`src/rtl/taxi_axis_frame_trunc.sv`:
```
// AXI-Stream frame truncator: forwards frames up to a beat limit, marks the cut beat bad and drops the remainder.
// Define TAXI_AXIS_FRAME_TRUNC_STATS_EN to add saturating frame and truncation counters.
module taxi_axis_frame_trunc #(
    parameter int unsigned       DATA_W               = 8,
    parameter int unsigned       USER_W               = 1,
    parameter int unsigned       LEN_W                = 16,
    parameter logic [USER_W-1:0] USER_BAD_FRAME_VALUE = USER_W'(1)
) (
    input  logic              clk,
    input  logic              rst,

    input  logic [DATA_W-1:0] s_axis_tdata_i,
    input  logic              s_axis_tvalid_i,
    output logic              s_axis_tready_o,
    input  logic              s_axis_tlast_i,
    input  logic [USER_W-1:0] s_axis_tuser_i,

    output logic [DATA_W-1:0] m_axis_tdata_o,
    output logic              m_axis_tvalid_o,
    input  logic              m_axis_tready_i,
    output logic              m_axis_tlast_o,
    output logic [USER_W-1:0] m_axis_tuser_o,

    input  logic [LEN_W-1:0]  cfg_max_len_i,
    output logic              status_trunc_o,
    output logic [LEN_W-1:0]  status_frame_len_o,
    output logic              status_frame_done_o
`ifdef TAXI_AXIS_FRAME_TRUNC_STATS_EN
    ,
    output logic [31:0]       status_frame_cnt_o,
    output logic [31:0]       status_trunc_cnt_o
`endif
);

    localparam logic [LEN_W-1:0] CNT_MAX = {LEN_W{1'b1}};

    typedef enum logic {PASS, DROP} state_t;

    state_t             state_q, state_d;
    logic [LEN_W-1:0]   cnt_q, cnt_d;
    logic [LEN_W-1:0]   lim_q, lim_d;
    logic [DATA_W-1:0]  tdata_q, tdata_d;
    logic               tvalid_q, tvalid_d;
    logic               tlast_q, tlast_d;
    logic [USER_W-1:0]  tuser_q, tuser_d;
    logic               trunc_q, trunc_d;
    logic               done_q, done_d;
    logic [LEN_W-1:0]   len_q, len_d;
    logic               s_ready;
    logic               accept;
    logic               cut;
    logic [LEN_W-1:0]   lim_cur;
    logic [LEN_W-1:0]   beat_num;
`ifdef TAXI_AXIS_FRAME_TRUNC_STATS_EN
    logic [31:0]        frame_cnt_q, frame_cnt_d;
    logic [31:0]        trunc_cnt_q, trunc_cnt_d;
`endif

    // Next-state, output register load and status generation.
    always_comb begin
        state_d  = state_q;
        cnt_d    = cnt_q;
        lim_d    = lim_q;
        tdata_d  = tdata_q;
        tvalid_d = tvalid_q && !m_axis_tready_i;
        tlast_d  = tlast_q;
        tuser_d  = tuser_q;
        trunc_d  = 1'b0;
        done_d   = 1'b0;
        len_d    = len_q;
        cut      = 1'b0;
`ifdef TAXI_AXIS_FRAME_TRUNC_STATS_EN
        frame_cnt_d = frame_cnt_q;
        trunc_cnt_d = trunc_cnt_q;
`endif
        // A cleared counter marks the first beat of a frame, where the limit is sampled.
        lim_cur  = (cnt_q == '0) ? cfg_max_len_i : lim_q;
        beat_num = (cnt_q == CNT_MAX) ? CNT_MAX : cnt_q + LEN_W'(1);
        s_ready  = !rst && ((state_q == DROP) || !tvalid_q || m_axis_tready_i);
        accept   = s_axis_tvalid_i && s_ready;

        unique case (state_q)
            PASS: begin
                if (accept) begin
                    cut      = (lim_cur != '0) && (beat_num == lim_cur) && !s_axis_tlast_i;
                    lim_d    = lim_cur;
                    tvalid_d = 1'b1;
                    tdata_d  = s_axis_tdata_i;
                    tlast_d  = s_axis_tlast_i || cut;
                    tuser_d  = cut ? USER_BAD_FRAME_VALUE : s_axis_tuser_i;
                    cnt_d    = (s_axis_tlast_i || cut) ? '0 : beat_num;
                    if (s_axis_tlast_i || cut) begin
                        done_d = 1'b1;
                        len_d  = beat_num;
`ifdef TAXI_AXIS_FRAME_TRUNC_STATS_EN
                        if (frame_cnt_q != 32'hFFFF_FFFF) frame_cnt_d = frame_cnt_q + 32'd1;
`endif
                    end
                    if (cut) begin
                        trunc_d = 1'b1;
                        state_d = DROP;
`ifdef TAXI_AXIS_FRAME_TRUNC_STATS_EN
                        if (trunc_cnt_q != 32'hFFFF_FFFF) trunc_cnt_d = trunc_cnt_q + 32'd1;
`endif
                    end
                end
            end
            DROP: begin
                if (accept && s_axis_tlast_i) state_d = PASS;
            end
            default: state_d = PASS;
        endcase
    end

    always_ff @(posedge clk) begin
        if (rst) begin
            state_q  <= PASS;
            cnt_q    <= '0;
            lim_q    <= '0;
            tdata_q  <= '0;
            tvalid_q <= 1'b0;
            tlast_q  <= 1'b0;
            tuser_q  <= '0;
            trunc_q  <= 1'b0;
            done_q   <= 1'b0;
            len_q    <= '0;
`ifdef TAXI_AXIS_FRAME_TRUNC_STATS_EN
            frame_cnt_q <= '0;
            trunc_cnt_q <= '0;
`endif
        end else begin
            state_q  <= state_d;
            cnt_q    <= cnt_d;
            lim_q    <= lim_d;
            tdata_q  <= tdata_d;
            tvalid_q <= tvalid_d;
            tlast_q  <= tlast_d;
            tuser_q  <= tuser_d;
            trunc_q  <= trunc_d;
            done_q   <= done_d;
            len_q    <= len_d;
`ifdef TAXI_AXIS_FRAME_TRUNC_STATS_EN
            frame_cnt_q <= frame_cnt_d;
            trunc_cnt_q <= trunc_cnt_d;
`endif
        end
    end

    assign s_axis_tready_o     = s_ready;
    assign m_axis_tdata_o      = tdata_q;
    assign m_axis_tvalid_o     = tvalid_q;
    assign m_axis_tlast_o      = tlast_q;
    assign m_axis_tuser_o      = tuser_q;
    assign status_trunc_o      = trunc_q;
    assign status_frame_len_o  = len_q;
    assign status_frame_done_o = done_q;
`ifdef TAXI_AXIS_FRAME_TRUNC_STATS_EN
    assign status_frame_cnt_o  = frame_cnt_q;
    assign status_trunc_cnt_o  = trunc_cnt_q;
`endif

endmodule

```
`config.mk`:
```
export PLATFORM = sky130hd
export DESIGN_NAME = taxi_axis_frame_trunc
export DESIGN_NICKNAME = d
export VERILOG_FILES = /design/src/rtl/taxi_axis_frame_trunc.sv
export SDC_FILE = /design/constraint.sdc
export NUM_CORES = 1
export LEC_CHECK = 0
export ABC_AREA = 0
export CORE_UTILIZATION = 58
export CTS_CLUSTER_DIAMETER = 60
export DETAILED_ROUTE_END_ITERATION = 6
export GPL_ROUTABILITY_DRIVEN = 0
export PLACE_DENSITY = 0.86
export SYNTH_ARGS = -nofsm -noshare
export SYNTH_HDL_FRONTEND = slang
export SYNTH_SLANG_ARGS = --single-unit
```
`constraint.sdc`:
```
create_clock -name clk -period 5.6 [get_ports clk]
set_input_delay 0.84 -clock clk [delete_from_list [all_inputs] [get_ports clk]]
set_output_delay 0.84 -clock clk [all_outputs]
set_load 0.01 [all_outputs]
```
==> reports/metrics.yaml <==
detailed_routing:
  first_iter_violations: 356
  drtAntennaViolNets: 0
  wl_um: 9100
  vias: 3372
  first_pass_iters: 6
  wl_per_cell_um: 16.4
  drc: 0
  drt-vias-per-instance: 6.08
logic_synthesis:
  ys_types: 60
  postSynthAreaPerCell_um2: 8.25
  synth_top_cell_area_share: 0.348
  synth_cells: 432
  synthSimpleGateAreaFrac: 0.285
  synth_nets: 464
  synth_top_cell_by_area: "dfxtp_1"
  synth_compound_area_frac: 0.141
  synthXorXnorAreaFrac: 0.0491
  synth_mux_area_frac: 0.105
  yosysSeqAreaShare: 0.348
  ys_async_sr_fraction: 0
  synthesis.area_mm2: 0.00356
  netlist_top_cells_area: "dfxtp_1 35%, mux2i_1 9.8%, nand2_1 9.1%"
  yosys_warnings: 0
  ys.flop_type: "dfxtp_1"
  synth_top_family_by_area: "simple AND/OR/NAND/NOR gates"
  ys_ff_latch: 62
  synth_fa_ha_area_frac: 0.00702
  synth_edf_count: 0
setup_path:
  end_kind: "flop"
  critPathCapture: "cnt_q[11]"
  r2r_cells: 11
  cp.required_ns: 5.79
  setup.worst_path.start: "cnt_q[0]"
  critPathKind: "reg -> reg"
  critPathLaunchType: "flop"
  r2r_slack_ns: 1.25
  cp.arrival_ns: 4.54
  r2r_start: "cnt_q[0]"
  r2r_end: "cnt_q[11]"
  crit_path_max_fanout: 21
clocking:
  htreeDepth: 3
  clock-sinks: 62
  path_clk_slew_ns: 0.07
  cts_resized: 0
  root_buffer: "clkbuf_8"
  cts_setup_buffers: 0
  holdBufCountCts: 0
  cts_tree: "built"
  clock_path_buffers: 2
  numCtsBuffers: 9
  insertion_delay_ns: 0.34
cells_and_area:
  seqCellArea_mm2: 0.00124
  num_antenna_cells: 0
  nNetsFinal: 508
  fin_util: 0.723
  multi_input_area_mm2: 0.00210
  drive_above_1_share: 0.0750
  area_delta_synth_final_pct: 20.0
  fin_area_mm2: 0.00428
  nFillCells: 471
floorplan:
  dieWidth_um: 80.4
  dieArea_mm2: 0.00646
  design.core.area_mm2: 0.00592
  die_y_um: 80.4
  rows: 28
  io_pins: 60
  start_util: 0.602
timing:
  tns_ns: 0
  min_period_ns: 4.35
  worstMarginPinSlew_ns: 1.01
  hold_violations: 0
  relSlewSlack: 0.328
  skew_ns: 0.00469
  grt_setup_unrepaired: "false"
  slew_viol_final: 0
  fin_crit_sh: 0.776
  fmax_mhz: 230
  setup_viol: 0
  hold_ws_ns: 0.459
  setup_slack_ns: 1.25
grt:
  grt_start_max_net_pins: 31
  grt_pass1_wl_um: 14700
  grt_pass1_vias: 3186
  busiest_layer: "met2"
  antenna_found_initial: 0
  overflow: 0
  grtUsageTotal: 0.300
  grt_use_met3: 0.0852
  met2_usage: 0.484
  use_met1: 0.362
placement:
  numPortBuffers: 59
  post-dp-hpwl_um: 6570
  dpl_worst_slack_ns: 1.44
  dpl_cell_area_mm2: 0.00409
pwr:
  pwr-share-seq: 0.462
  intPower_mw: 0.740
  powerDensity_mw_per_mm2: 235
  clkPwrFrac: 0.383
  power.switching_mw: 0.267
  swShare: 0.265
  leakage_nw: 1.64
  vdd_drop_max_mv: 0.182
  p_comb_frac: 0.155
job:
  cap_violations: 0
outcome:
  status: "finished, final reports clean"
hold_path:
  hp-class: "reg -> reg"
state kept, by name (all words and copies together) (netlist names):
name	count
cnt_q	16
lim_q	16
status_frame_len_o	16
m_axis_tdata_o	8
m_axis_tlast_o	1
m_axis_tuser_o	1
m_axis_tvalid_o	1
state_q	1
status_frame_done_o	1
status_trunc_o	1
cell usage in the layout (no fill, tap or decap), types with 4 or more instances in the layout:
cell type,instances
nor2b_1,4
clkbuf_8,10
a21oi_1,26
a211oi_1,10
xnor2_1,12
nor4_1,12
o21ai_0,7
inv_1,12
clkdlybuf4s50_1,59
nand3_1,15
nor3_1,14
o22ai_1,6
nand2_1,86
dfxtp_1,62
nor4_4,4
mux2i_1,35
o21ai_1,5
xor2_1,8
nor2_1,25
nand4_1,6
kinds of logic after synthesis:
group | count (synthesis)
simple gates | 193
compound gates | 77
flops | 62
buf+inv | 41
mux | 37
xor+xnor | 20
fa+ha+maj | 2
layout make-up:
type	instances	share of cell area
multi-input combinational	329	0.490
sequential	62	0.290
timing repair buffer	62	0.143
clock buffer	11	0.0330
tap	75	0.0219
clock inverter	4	0.0111
inverter	12	0.0105
synth_stat cells (6+ instances only):
library cell / number
a211oi_1: 10
a21oi_1: 26
buf_2: 7
o22ai_1: 6
xor2_1: 8
inv_1: 12
nor2_1: 25
nand4_1: 6
nand3_1: 15
o21ai_0: 7
mux2i_1: 35
xnor2_1: 12
nand2_1: 86
nor3_1: 14
dfxtp_1: 62
clkbuf_1: 11
nor4_1: 12
worst min path at each step:
stage	cells after the start	start	to
floorplan	2	lim_q[13]	lim_q[13]
global placement	2	m_axis_tdata_o[1]	m_axis_tdata_o[1]
detailed placement	2	m_axis_tdata_o[2]	m_axis_tdata_o[2]
CTS	2	status_frame_len_o[1]	status_frame_len_o[1]
global route	2	status_frame_len_o[7]	status_frame_len_o[7]
finish	2	status_frame_len_o[1]	status_frame_len_o[1]
worst max-delay path, stage by stage, from the launching register on:
cell and delay [ns]:
dfxtp_1 0.37, inv_1 0.17, ha_1 0.17, nor4b_4 0.22
and4_1 0.91, mux2i_1 0.54, nor3_1 0.13, o32ai_2 0.32
o21ai_2 0.13, nor4_4 0.46, or3_1 0.58, o22ai_1 0.18
power groups by stage:
stage          logic (mW)  clock network [mW]  registers (mW)
4_1_cts             0.155               0.392           0.465
5_1_grt             0.169               0.414           0.466
3_3_place_gp        0.151                   0           0.474
3_5_place_dp        0.154                   0           0.474
6_report            0.156               0.386           0.465
2_1_floorplan       0.102                   0           0.474
stage by stage:
step | total power, mW | std cells
floorplan | 0.577 | 432
global placement | 0.625 | 540
detailed placement | 0.628 | 540
CTS | 1.01 | 555
global route | 1.05 | 555
finish | 1.01 | 555
per-layer routing:
| metal | vias up | wire (um) |
|---|---|---|
| met2 | 186 | 4360 |
| met4 | 0 | 270 |
| li1 | 1615 | - |
| met5 | - | 0 |
| met1 | 1543 | 3660 |
| met3 | 28 | 803 |
Note: power is estimated with default switching activity, not from simulation.
